**config.mk**
```make
export PLATFORM = sky130hd
export DESIGN_NAME = fetch_sequencer
export DESIGN_NICKNAME = d
export VERILOG_FILES = /design/src/rtl/fetch_sequencer.sv
export SDC_FILE = /design/constraint.sdc
export NUM_CORES = 1
export LEC_CHECK = 0
export CORE_MARGIN = 5
export CORE_UTILIZATION = 29
export DETAILED_ROUTE_END_ITERATION = 10
export HOLD_SLACK_MARGIN = 0.02
export PLACE_DENSITY_LB_ADDON = 0.2
export SLEW_MARGIN = 20
export SYNTH_ARGS = -nofsm -noshare
export SYNTH_HDL_FRONTEND = slang
export SYNTH_SLANG_ARGS = --single-unit
```
**constraint.sdc**
```tcl
create_clock -name clk -period 2.9 [get_ports clk]
set_clock_uncertainty 0.05 [all_clocks]
set_input_delay 0.87 -clock clk [delete_from_list [all_inputs] [get_ports clk]]
set_output_delay 0.87 -clock clk [all_outputs]
set_load 0.01 [all_outputs]
```
**src/rtl/fetch_sequencer.sv**
```systemverilog
// Instruction-fetch/control sequencer for the single-cycle datapath: walks the
// instruction address, gates RegWrite/MemWrite, supports run, pause, single-step and loop.
module fetch_sequencer #(
    parameter int                   ADDR_W        = 3,
    parameter int                   PROG_LEN      = 8,
    parameter logic [2**ADDR_W-1:0] REGWRITE_MASK = 8'hFF,
    parameter logic [2**ADDR_W-1:0] MEMWRITE_MASK = 8'h00,
    parameter bit                   LOOP          = 1'b0
) (
    input  logic              clk,
    input  logic              rst,
    input  logic              start,
    input  logic              step_mode,
    input  logic              step,
    input  logic              halt_req,
    output logic [ADDR_W-1:0] instr_addr,
    output logic              reg_write,
    output logic              mem_write,
    output logic              running,
    output logic              done,
    output logic [7:0]        exec_count
);

    typedef enum logic [2:0] {IDLE, RUN, PAUSE, STEP, DONE} state_t;

    localparam logic [ADDR_W-1:0] LAST = ADDR_W'(PROG_LEN - 1);

    state_t            state;
    logic              step_q;
    logic              exec;
    logic              step_rise;
    logic              at_last;
    logic              stop;
    logic [ADDR_W-1:0] nxt_addr;

    assign exec      = (state == RUN) || (state == STEP);
    assign step_rise = step & ~step_q;
    assign at_last   = (instr_addr == LAST);
    // Last instruction without looping: address parks on PROG_LEN-1 and we finish.
    assign stop      = at_last & ~LOOP;
    assign nxt_addr  = at_last ? '0 : instr_addr + ADDR_W'(1);

    always_ff @(posedge clk or negedge rst) begin
        if (!rst) begin
            state      <= IDLE;
            instr_addr <= '0;
            exec_count <= '0;
            step_q     <= 1'b0;
        end else begin
            // Sampled in every state so an edge seen during RUN is not replayed in PAUSE.
            step_q <= step;
            if (exec && exec_count != 8'hFF)
                exec_count <= exec_count + 8'd1;
            case (state)
                IDLE, DONE: begin
                    if (start) begin
                        instr_addr <= '0;
                        exec_count <= '0;
                        state      <= step_mode ? PAUSE : RUN;
                    end
                end
                RUN: begin
                    if (stop) begin
                        state <= DONE;
                    end else begin
                        instr_addr <= nxt_addr;
                        if (halt_req)
                            state <= PAUSE;
                    end
                end
                PAUSE: begin
                    if (start)
                        state <= RUN;
                    else if (step_rise)
                        state <= STEP;
                end
                STEP: begin
                    if (stop) begin
                        state <= DONE;
                    end else begin
                        instr_addr <= nxt_addr;
                        state      <= PAUSE;
                    end
                end
                default: state <= IDLE;
            endcase
        end
    end

    assign reg_write = exec & REGWRITE_MASK[instr_addr];
    assign mem_write = exec & MEMWRITE_MASK[instr_addr];
    assign running   = exec;
    assign done      = (state == DONE);

endmodule

```
[Word level (Yosys, flattened, before mapping)]
Memories as Yosys holds them, arrays and structs flattened.
Cells that the tools add are included.
Storage, ports and cells
  register bits: 15
  bits in read-only memories: 16
  input port bits: 6
  output and inout bits: 15
  word-level logic and storage cells: 47
  memories kept: 2
Memories
  (no name shown): depth 8, bits a word 1, read ports 1, clocked after memory_dff 0, wr ports 0, line 91  | assign mem_write = exec & MEMWRITE_MASK[instr_addr];
  (no name shown): depth 8, bits a word 1, read ports 1, clocked after memory_dff 0, wr ports 0, line 90  | assign reg_write = exec & REGWRITE_MASK[instr_addr];
Operators by class
  add/sub/neg operators: 2
  $lt $le $gt $ge: 1
  eq/ne operators: 10
  muxes and demuxes: 16
  bitwise operators: 4
  reductions and logical operators: 8
Operators by type and width (number)
  two-way mux 3 bit: 8
  two-way mux 8 bit: 3
  case mux 3 bit (4 select lines): 1
  adder 8 x 1 -> 8 bit, second input constant: 1
  inequality test 8 bit, second input constant: 1
  == test 3 x 2 -> 1 bit, second input constant: 2
  == test 3 bit, second input constant: 2
  inequality test 3 bit, second input constant: 2
  case mux 3 bit (2 select lines): 1
  AND reduction 3 bit: 2
  less-than comparator 3 x 4 -> 1 bit, second input constant: 1
  inequality test 2 bit, second input constant: 2
  OR reduction 2 bit: 2
  adder 3 x 1 -> 3 bit, second input constant: 1
  AND 1 bit: 3
  == test 3 x 1 -> 1 bit, second input constant: 1
  logical NOT 3 bit: 1
  two-way mux 1 bit: 2
  two-way mux 2 bit: 1
  nonzero test 2 bit: 1
  logical AND 1 bit: 1
  logical OR 1 bit: 1
  inverter 1 bit: 1

[Longest topological paths before layout]
  depth in word-level cells: 6
  gate-level depth with buffers: 6
  mapped depth without buffers: 6

[Least setup slack after synthesis]
Ideal clock, no wire load.
  path kind: register to output
  from: reg state[2]
  to: out running
  arrival: 0.841 ns
  required time: 1.980 ns
  slack: 1.139 ns
  cell stages (with the launch flop): 4
  path buffers: 2
  path through: dfrtp_1 nor2b_2 buf_6 buf_4
On the way
  cells in the longest elaborated chain, start to end: 2
  elaborated cells between the ends (all ways): 3
  classes of those cells: eq/ne: 2; reduce/logical: 1
Ends and longest elaborated chain
  start, declared: line 28  | state_t state;
  start signal, assigned: line 59  | state <= step_mode ? PAUSE : RUN;
  == test 3 x 1 -> 1 bit or == test 3 x 2 -> 1 bit (tied branches): line 36  | assign exec = (state == RUN) || (state == STEP);
  logical OR 1 bit *: line 36
  end, declared: line 19  | output logic running,
Mark *: on every way between the ends. The rest lies on a longest branch, timed or not.

[Final worst setup path]
  from: reg state[1]
  to: out done
On the way
  cells in the longest elaborated chain, start to end: 1
Ends and longest elaborated chain
  == test 3 bit: line 93  | assign done = (state == DONE);
  end, declared: line 20  | output logic done,
No other way between the ends.

==> results.json <==
{
  "status": "completed",
  "grt_max_degree": 16,
  "initial_core_util_pct": 30.2,
  "avgSynthCellArea_um2": 9.95,
  "track_usage_pct": 10.0,
  "finalMaxSlewViolations": 0,
  "crit_type": "reg -> out",
  "antenna_found_initial": 0,
  "worst_setup_path_end_kind": "primary output",
  "startpoint_type": "flop",
  "async_reset_ff_share_pct": 100,
  "drt-pass1-iter-count": 4,
  "clock.fmax_mhz": 397,
  "die-area_um2": 4010,
  "cap_viol_max_count": 0,
  "cts_made_buffers": 3,
  "gr-total-overflow": 0,
  "die_h_um": 63.4,
  "area_growth_pct": 29.7,
  "grt_pass1_wl_um": 3260,
  "ys_seq_area_share_pct": 45.5,
  "required_ps": 1980,
  "synth_edf_count": 0,
  "synthTopCellsByArea": "dfrtp_1 45%, ha_1 4.5%, nand3_1 4.2%, o21ai_0 4.2%, nor2_1 3.2%",
  "ctsResizeCount": 0,
  "ys_types": 30,
  "syn-instance-count": 83,
  "ant_nets": 0,
  "power.density_nw_per_um2": 823,
  "yosysWarnings": 0,
  "finalNetCount": 115,
  "path_clk_slew_ps": 100,
  "synthDominantCellAreaShare_pct": 45.5,
  "routedWlPerCell_um": 13.7,
  "hold_class": "reg -> reg",
  "syn_area_um2": 826,
  "cp.depth": 3,
  "grt_pass1_vias": 707,
  "final_common_cell": "clkdlybuf4s50_1",
  "synth_nets": 92,
  "finalPower_uw": 882,
  "fin_setup_tns_ps": 0,
  "path_cells": "inv_1 > and3_1 > clkdlybuf4s50_1",
  "period_share_pct": 86.8,
  "worstSkewPairLatency_ps": 290,
  "clock-sinks": 15,
  "hold_viol": 0,
  "ctsHoldBuffers": 0,
  "drc": 0,
  "slew_headroom_pct": 52.0,
  "dpl.hpwl_um": 1390,
  "synth_top_area_cell": "dfrtp_1",
  "antenna_cells": 0,
  "grt_setup_unrepaired": "false",
  "cp_max_fo": 5,
  "first_iter_violations": 4,
  "ir_worst_vdd_v": 0.000400,
  "rows": 19,
  "htreeDepth": 1,
  "drive_above_1_share_pct": 12.4,
  "post_cts_buffers": 0,
  "path_buf_inv": 2,
  "boundaryPins": 21,
  "cts_buffer_depth": 2,
  "cts_root_buf": "clkbuf_4",
  "via_per_inst": 5.24,
  "layout.cells.most_common_list": "19 x clkdlybuf4s50_1, 15 x dfrtp_1, 7 x nand3_1, 7 x o21ai_0, 7 x nor2_1",
  "hold_depth": 1,
  "cp.arrival_ps": 1600,
  "core_region_area_um2": 2730,
  "cpLargestDelayFamily": "buffers and inverters",
  "num_vias": 713,
  "synth_flop_cell": "dfrtp_1",
  "routabilityCongestion": 0.771,
  "leakage_uw": 0.000452,
  "setup_violations": 0,
  "reg2reg_depth": 5,
  "slowest_stage": "clkdlybuf4s50_1",
  "max_stage_delay_ps": 540,
  "dieWidth_um": 63.4,
  "cts_tree": "yes",
  "routed_wirelength_um": 1870,
  "port_buffers": 19,
  "worst_pin_slew_ps": 717,
  "ys_seq_elements": 15,
  "finalCriticalPeriod_ps": 2520
}
## synth_stat cells (2+ instances only)
cell,number
a21oi_1,5
a22o_2,2
a22oi_1,2
and3_1,3
buf_4,2
dfrtp_1,15
ha_1,3
inv_1,6
nand2_1,2
nand3_1,7
nand4_1,2
nor2_1,7
nor3_1,3
nor3b_2,2
o21ai_0,7
## state kept, by name, indices dropped and copies added (netlist names)
| signal | cells |
|---|---|
| exec_count | 8 |
| instr_addr | 3 |
| state | 3 |
| step_q | 1 |
## power breakdown
group	leakage (µW)	internal (µW)	switching, µW
combinational	0.000239	211	205
clock	0.0000177	51.3	75.3
sequential	0.000196	269	70.4
total	0.000452	531	351
## path summary, 6_finish.rpt
kind / from / to / slack [ps]
max in group asynchronous: rst / instr_addr[0]$_DFFE_PN0P_ / 1400
min in group asynchronous: rst / exec_count[5]$_DFF_PN0_ / 940
worst min-delay path: exec_count[0]$_DFF_PN0_ / exec_count[0]$_DFF_PN0_ / 500
worst min register to register: exec_count[0]$_DFF_PN0_ / exec_count[0]$_DFF_PN0_ / 500
worst max-delay path: state[1]$_DFFE_PN0P_ / done / 380
worst max register to register: instr_addr[0]$_DFFE_PN0P_ / instr_addr[1]$_DFFE_PN0P_ / 1200
## worst reg2reg max path, delay by kind of cell, from the launching register on
| kind | cells | cell delay [ps] |
|---|---|---|
| AO/OA/AOI/OAI | 1 | 220 |
| AND/OR/NAND/NOR | 2 | 460 |
| flip-flops | 1 | 420 |
| adder cells (fa/ha/maj) | 2 | 430 |
## through the flow
stage | worst slack [ps] | hold slack (ps) | instance area, µm² | utilization, % | cells
after global routing | 304 | 534 | 1070 | 39.2 | 136
after CTS | 374 | 503 | 1070 | 39.2 | 136
final | 381 | 497 | 1070 | 39.2 | 136
after global placement | 690 | 480 | 1040 | 38.2 | 132
after detailed placement | 670 | 479 | 1040 | 38.2 | 132
after floorplan | 1140 | 496 | 826 | - | 83
## layer usage
layer,wire length (µm),track usage (%),vias up
met3,127,4.97,0
met2,854,15.2,22
met1,888,12.7,346
li1,-,-,345
met5,0,0,-
met4,0,2.34,0
## area by class of cell
cell class / count / area (µm²)
Fill cell: 287 / 1660
Multi-Input combinational cell: 59 / 402
Sequential cell: 15 / 375
Timing Repair Buffer: 21 / 205
Tap cell: 31 / 38.8
Clock buffer: 3 / 22.5
Inverter: 6 / 22.5
Clock inverter: 1 / 5.00
## cells by family (layout without fill, tap and decap cells)
family          count (synthesis)  in the layout  share of synthesized area [%]
simple gates                   31             31                           22.6
other cells                     1              1                          0.454
mux                             1              1                           1.21
buf+inv                         9             31                           5.91
flops                          15             15                           45.5
compound gates                 23             23                           19.8
fa+ha+maj                       3              3                           4.55
Power figures use the tool's default switching activity.
